==> src/rtl/mdio_master.sv <==
// MDIO (clause 22) management master: one 64-bit frame per accepted command.
// Each bit period is 2*CLK_DIV clk cycles, mdc low for the first half and high for the second.
module mdio_master #(
  parameter int unsigned CLK_DIV = 20
) (
  input  logic        clk,
  input  logic        rst,
  input  logic        cmdValid,
  output logic        cmdReady,
  input  logic        cmdRead,
  input  logic [4:0]  cmdPhyAddr,
  input  logic [4:0]  cmdRegAddr,
  input  logic [15:0] cmdWrData,
  output logic        rspValid,
  output logic [15:0] rspData,
  output logic        rspTaErr,
  output logic        busy,
  output logic        mdc,
  output logic        mdioOut,
  output logic        mdioT,
  input  logic        mdioIn
);

  typedef enum logic [2:0] {IDLE, PRE, HDR, TA, DATA, DONE} state_t;

  localparam logic [8:0] HALF = 9'(CLK_DIV);
  localparam logic [8:0] LAST = 9'(2 * CLK_DIV - 1);

  state_t      state;
  logic [8:0]  phase;
  logic [5:0]  bit_cnt;
  logic [5:0]  next_bit;
  logic        rd;
  logic [31:0] frame_word;
  logic [15:0] rd_shift;
  logic        ta_err;

  assign next_bit = bit_cnt + 6'd1;

  // Everything after the preamble (ST, OP, addresses, TA, data) lives in frame_word;
  // frame bit b >= 32 is frame_word[63-b], i.e. the inverted low five bits of b.
  // NOTE: all state here is updated with non-blocking assignments, so every
  // right-hand side reads the value from before the clock edge.
  always_ff @(posedge clk) begin
    if (rst) begin
      state      <= IDLE;
      phase      <= '0;
      bit_cnt    <= '0;
      rd         <= 1'b0;
      frame_word <= '0;
      rd_shift   <= '0;
      ta_err     <= 1'b0;
      mdc        <= 1'b0;
      mdioOut    <= 1'b1;
      mdioT      <= 1'b1;
      busy       <= 1'b0;
      cmdReady   <= 1'b0;
      rspValid   <= 1'b0;
      rspData    <= '0;
      rspTaErr   <= 1'b0;
    end else begin
      rspValid <= 1'b0;
      case (state)
        IDLE: begin
          cmdReady <= 1'b1;
          if (cmdValid && cmdReady) begin
            rd         <= cmdRead;
            frame_word <= cmdRead
                          ? {4'b0110, cmdPhyAddr, cmdRegAddr, 2'b11, 16'hFFFF}
                          : {4'b0101, cmdPhyAddr, cmdRegAddr, 2'b10, cmdWrData};
            rd_shift   <= '0;
            ta_err     <= 1'b0;
            phase      <= '0;
            bit_cnt    <= '0;
            state      <= PRE;
            busy       <= 1'b1;
            cmdReady   <= 1'b0;
            mdc        <= 1'b0;
            mdioOut    <= 1'b1;
            mdioT      <= 1'b0;
          end
        end

        DONE: begin
          state    <= IDLE;
          busy     <= 1'b0;
          cmdReady <= 1'b1;
        end

        default: begin
          // The PHY's bit is taken on the first mdc-high cycle.
          if (rd && phase == HALF) begin
            if (state == TA && bit_cnt[0]) ta_err <= mdioIn;
            if (state == DATA) rd_shift <= {rd_shift[14:0], mdioIn};
          end

          if (phase != LAST) begin
            phase <= phase + 9'd1;
            if (phase == HALF - 9'd1) mdc <= 1'b1;
          end else begin
            phase <= '0;
            mdc   <= 1'b0;
            if (bit_cnt == 6'd63) begin
              state    <= DONE;
              mdioOut  <= 1'b1;
              mdioT    <= 1'b1;
              rspValid <= 1'b1;
              rspData  <= rd ? rd_shift : 16'h0000;
              rspTaErr <= rd & ta_err;
            end else begin
              bit_cnt <= next_bit;
              mdioOut <= (next_bit < 6'd32) ? 1'b1 : frame_word[~next_bit[4:0]];
              mdioT   <= rd && (next_bit >= 6'd46);
              if (next_bit < 6'd32)      state <= PRE;
              else if (next_bit < 6'd46) state <= HDR;
              else if (next_bit < 6'd48) state <= TA;
              else                       state <= DATA;
            end
          end
        end
      endcase
    end
  end

endmodule

==> config.mk <==
export PLATFORM = sky130hd
export DESIGN_NAME = mdio_master
export DESIGN_NICKNAME = d
export VERILOG_FILES = /design/src/rtl/mdio_master.sv
export SDC_FILE = /design/constraint.sdc
export NUM_CORES = 1
export LEC_CHECK = 0
export CAP_MARGIN = 20
export CORE_MARGIN = 3
export CORE_UTILIZATION = 29
export DETAILED_ROUTE_END_ITERATION = 8
export GPL_TIMING_DRIVEN = 0
export PLACE_DENSITY = 0.46
export SETUP_SLACK_MARGIN = 0.1
export SYNTH_ARGS = -nofsm -noshare
export SYNTH_HDL_FRONTEND = slang
export SYNTH_SLANG_ARGS = --single-unit
==> constraint.sdc <==
create_clock -name clk -period 6.1 [get_ports clk]
set_clock_uncertainty 0.2 [all_clocks]
set_input_delay 1.22 -clock clk [delete_from_list [all_inputs] [get_ports clk]]
set_output_delay 1.22 -clock clk [all_outputs]
set_load 0.1 [all_outputs]
* Word level (Yosys, flattened, before mapping)
Index checks and enable logic that the tools add are counted.
** Operators by class
- Multiply operators :: 0
- $lt $le $gt $ge :: 5
- Eq/ne operators :: 12
- Muxes and demuxes :: 41
- Reductions and logical operators :: 21
- Bitwise gates (word level) :: 5
- Add/subtract/negate cells :: 2
- Divide/modulo/power cells :: 0
- Shift-type cells :: 0
** Operators by type and width (count)
- 16-bit 2-to-1 mux :: 4
- 16-bit case mux with 2 select lines :: 1
- 30-bit 2-to-1 mux :: 1
- 9-bit by 5-bit equality test with 1-bit output, second input constant :: 2
- 6-bit less-than comparator, second input constant :: 3
- 3-bit 2-to-1 mux :: 6
- 6-bit 2-to-1 mux :: 3
- 9-bit 2-to-1 mux :: 2
- 9-bit case mux with 2 select lines :: 1
- 1-bit 2-to-1 mux :: 14
- 1-bit case mux with 2 select lines :: 6
- 6-bit case mux with 2 select lines :: 1
- 4-bit AND reduction :: 3
- 9-bit by 1-bit adder with 9-bit output, second input constant :: 1
- 9-bit by 6-bit != test with 1-bit output, second input constant :: 1
- 3-bit AND reduction :: 3
- 2-bit AND reduction :: 4
- 2-bit nonzero test :: 4
- 6-bit by 1-bit adder with 6-bit output, second input constant :: 1
- 3-bit equality test, second input constant :: 2
- 6-bit equality test, second input constant :: 1
- 6-bit greater-or-equal comparator, second input constant :: 1
- 5-bit by 6-bit less-than comparator with 1-bit output, second input constant :: 1
- 3-bit by 1-bit != test with 1-bit output, second input constant :: 2
- 12 further kinds :: 18
** Storage, ports and cells
- Memories kept :: 0
- Bits in writable memories :: 0
- Bits in latches :: 0
- Bits of input ports :: 31
- Word-level logic and storage cells :: 101
- ROM bits :: 0
- Register bits after elaboration :: 91

* Depth between registers and ports, before layout
- Depth after elaboration :: 8
- Mapped depth :: 9
- Mapped depth without buffers :: 7

* Worst setup path before layout
Ideal clock, no wire load.
- Path kind :: input port to flip-flop
- From :: in rst
- To :: reg rspData[10]
- Arrival time :: 2302 ps
- Buffers on the path :: 3
- Path slack :: 3481 ps
- Library setup time :: 118 ps
- Stages on the path :: 7
- Cell sequence :: buf_1 > inv_1 > o2111a_1 > and3_1 > buf_2 > buf_6 > a22o_1
** RTL lines
- start: declaration :: RTL line 7 : input logic rst,
- end signal: assignment :: RTL line 108 : rspData <= rd ? rd_shift : 16'h0000;
- end: declaration :: RTL line 15 : output logic [15:0] rspData,

* Worst setup path after layout
- From :: reg cmdReady
- To :: out cmdReady
** RTL lines
- start: declaration :: RTL line 9 : output logic cmdReady,
- start signal: assignment :: RTL line 57 : cmdReady <= 1'b0;
- start signal: assignment :: RTL line 65 : cmdReady <= 1'b1;
- start signal: assignment :: RTL line 77 : cmdReady <= 1'b0;
No word-level cell between the ends.

==> metrics.md <==
| Metric | Value |
|---|---|
| Max_cap viols | `0` |
| Slew margin rel. | `34.2%` |
| Number of clock sinks | `87` |
| Gr ovfl total | `0` |
| Sw frac | `26.1%` |
| IO Count | `54` |
| H-tree depth | `3` |
| CTS max path bufs | `2` |
| Critical path cell sequence | `clkdlybuf4s50_1` |
| Arrival @ worst endpoint | `1.98 ns` |
| Int Pwr | `0.976 mW` |
| Post-route ant nets | `0` |
| Post-Syn Area | `3740 sq um` |
| Post-cts hold buffer count | `0` |
| Top post-synthesis cells by area | `dfxtp_1 47%, nor2_1 5.9%, nor3_1 5.1%, a21oi_1 4.0%, a22o_1 4.0%` |
| Worst-path clk slew | `0.06 ns` |
| CP Launch Type | `register` |
| Die Y | `120 microns` |
| Met2 routed WL | `4450 microns` |
| RSZ-0062 raised after global routing | `false` |
| Most common cell after layout, fill and taps aside | `dfxtp_1` |
| Average routed wire per standard cell | `15.0 microns` |
| Commonest cells after routing, fill and taps aside | `87 x dfxtp_1, 59 x nor2_1, 51 x clkdlybuf4s50_1` |
| Area of the multi-input gates | `1820 sq um` |
| Core Box Area | `12,300 sq um` |
| Die Width | `120 microns` |
| IO buf count | `51` |
| Final #Nets | `516` |
| DRC violations left | `0` |
| Worst hold slack | `0.260 ns` |
| Final hold vios | `0` |
| Setup TNS Final | `0 ns` |
| CP max stage cell | `clkdlybuf4s50_1` |
| Stages on the worst setup path | `1` |
| Top cell type by total area after synthesis | `dfxtp_1` |
| Critical path data required time | `4.68 ns` |
| Critical path class | `register to output port` |
| Worst-skew pair later-pin latency | `0.35 ns` |
| CTS tree | `built` |
| Largest net degree at the start of global routing | `16` |
| Mean post-synth cell area | `8.90 sq um` |
| Vias in the first global route | `3,084` |
| CTS buffer count | `9` |
| Minimum clock period | `3.40 ns` |
| GRT Util Overall | `14.3%` |
| RR Startpoint | `bit_cnt[1]$_SDFFE_PP0P_` |
| Met1 WL | `4810 microns` |
| Sw Pwr | `0.345 mW` |
| Post-synth EDFFs | `0` |
| Routability Congestion | `0.800` |
| Status | `complete, no violations` |
| Worst Setup SP | `cmdReady$_SDFFE_PP0P_` |
| LEAKAGE | `1.67 nW` |
| Top cell type's share of synthesized area | `46.6%` |
| Fin util | `38.7%` |
| Global-route wire length before repair | `16,100 microns` |
| Initial core utilization | `30.3%` |
| Top routing layer in use | `met4` |
| CP peak stage delay | `1.18 ns` |
| Post-synthesis async set-or-reset flop share | `0%` |
| Power Total | `1.32 mW` |
| #FFs+latches synth | `87` |
| Yosys cell types | `54` |
| Fill cell count | `1,340` |
| Routed wire length | `9830 microns` |
| Primary FF master, synth | `dfxtp_1` |
| Final Slew Violations | `0` |
| Die area | `14,300 sq um` |
| Maximum vdd drop | `0.000148 V` |
| CTS root buf | `clkbuf_16` |
| HP Start | `frame_word[25]$_SDFFE_PP0P_` |
| FF+latch area | `1740 sq um` |
| Vias/cell | `4.93` |
| # setup viols final | `0` |
| R2R depth | `6` |
| Comb power frac | `11.7%` |
| DRT iter0 DRCs | `186` |
| PwrDens | `278 nW/um^2` |
| WHS Path Cells | `2` |
| WP buf/inv | `1` |
| Metal3 WL | `407 microns` |
| Layout cells sized above 1 | `9.65%` |
| Fin crit share | `55.8%` |
| CP Max Fanout | `6` |
| Initial antenna violation count | `0` |
| YS warnings | `0` |
| Sequential-to-total area share from yosys stat | `46.6%` |
| Area Growth Syn to Fin | `27.5%` |
| Pre-Repair DR Iteration Count | `6` |
| Synthesized instance count | `420` |
| Clk pwr share | `42.9%` |
| Vias | `3,231` |
| Worst slew pin tran | `0.985 ns` |
| Achievable frequency | `294 MHz` |
| Post-CTS Setup Bufs | `0` |
| Sequential power share | `45.4%` |
| Dpl hpwl | `7160 microns` |
| Crit. End Element | `output port` |
| Row Count | `40` |
| N_diodes | `0` |
| Syn nets | `454` |
| Post-cts sizing count | `0` |
| CP delay by family, top | `buffers and inverters` |
| Hold Crit Class | `register to register` |
[kinds of logic after synthesis]
kind of cell | share of synthesized area, %
AOI/OAI and AO/OA | 17.3
xor gates and xnor gates | 2.31
adders and majority gates | 1.00
buffers and inverters | 4.79
DFF | 46.6
muxes | 5.26
and+or+nand+nor | 22.7
[power by group through the flow]
stage | registers, mW | clock network (mW) | logic (mW)
after floorplan | 0.626 | 0 | 0.0858
after global placement | 0.612 | 0 | 0.154
after detailed placement | 0.613 | 0 | 0.156
after CTS | 0.600 | 0.581 | 0.156
after global routing | 0.602 | 0.604 | 0.171
final | 0.600 | 0.568 | 0.154
[final timing paths]
check / slack (ns) / end
worst min register to register: 0.26 / frame_word[25]$_SDFFE_PP0P_
worst min-delay path: 0.26 / frame_word[25]$_SDFFE_PP0P_
worst max register to register: 3.35 / mdioOut$_SDFFE_PP1P_
worst max-delay path: 2.70 / cmdReady
[routing by layer]
layer	up-vias	track usage (%)
li1	1638	-
met5	-	0
met4	0	4.29
met2	64	22.1
met3	10	3.77
met1	1519	19.5
[state kept, by name, summed over array words and instances (netlist names)]
signal	flops
frame_word	29
state	3
mdioT	1
rspTaErr	1
bit_cnt	6
mdc	1
busy	1
rspData	16
mdioOut	1
rspValid	1
phase	9
cmdReady	1
rd_shift	16
ta_err	1
[Yosys cell counts, drive strengths merged, types with 6 or more instances]
cell,count
buf,16
and3,6
mux4,6
clkbuf,12
nor2,60
nand3,15
dfxtp,87
nand2,39
a22o,17
o21ai,11
a22oi,17
nor3,39
a21oi,31
inv,7
[area by class of cell]
class,instances,area share [%]
clock inverter,6,1.39
multi-input combinational,298,38.1
tap,168,4.41
buffer,28,3.15
timing repair buffer,51,10.7
clock buffer,10,5.02
sequential,87,36.6
inverter,7,0.604
[stage by stage]
stage               setup slack (ns)  area (sq um)  std cells
CTS                             2.71          4760        655
global route                    2.68          4760        655
finish                          2.70          4760        655
detailed placement              2.58          4460        639
floorplan                       3.48          3740        420
global placement                2.57          4460        639
(Power assumes the default switching activity.)
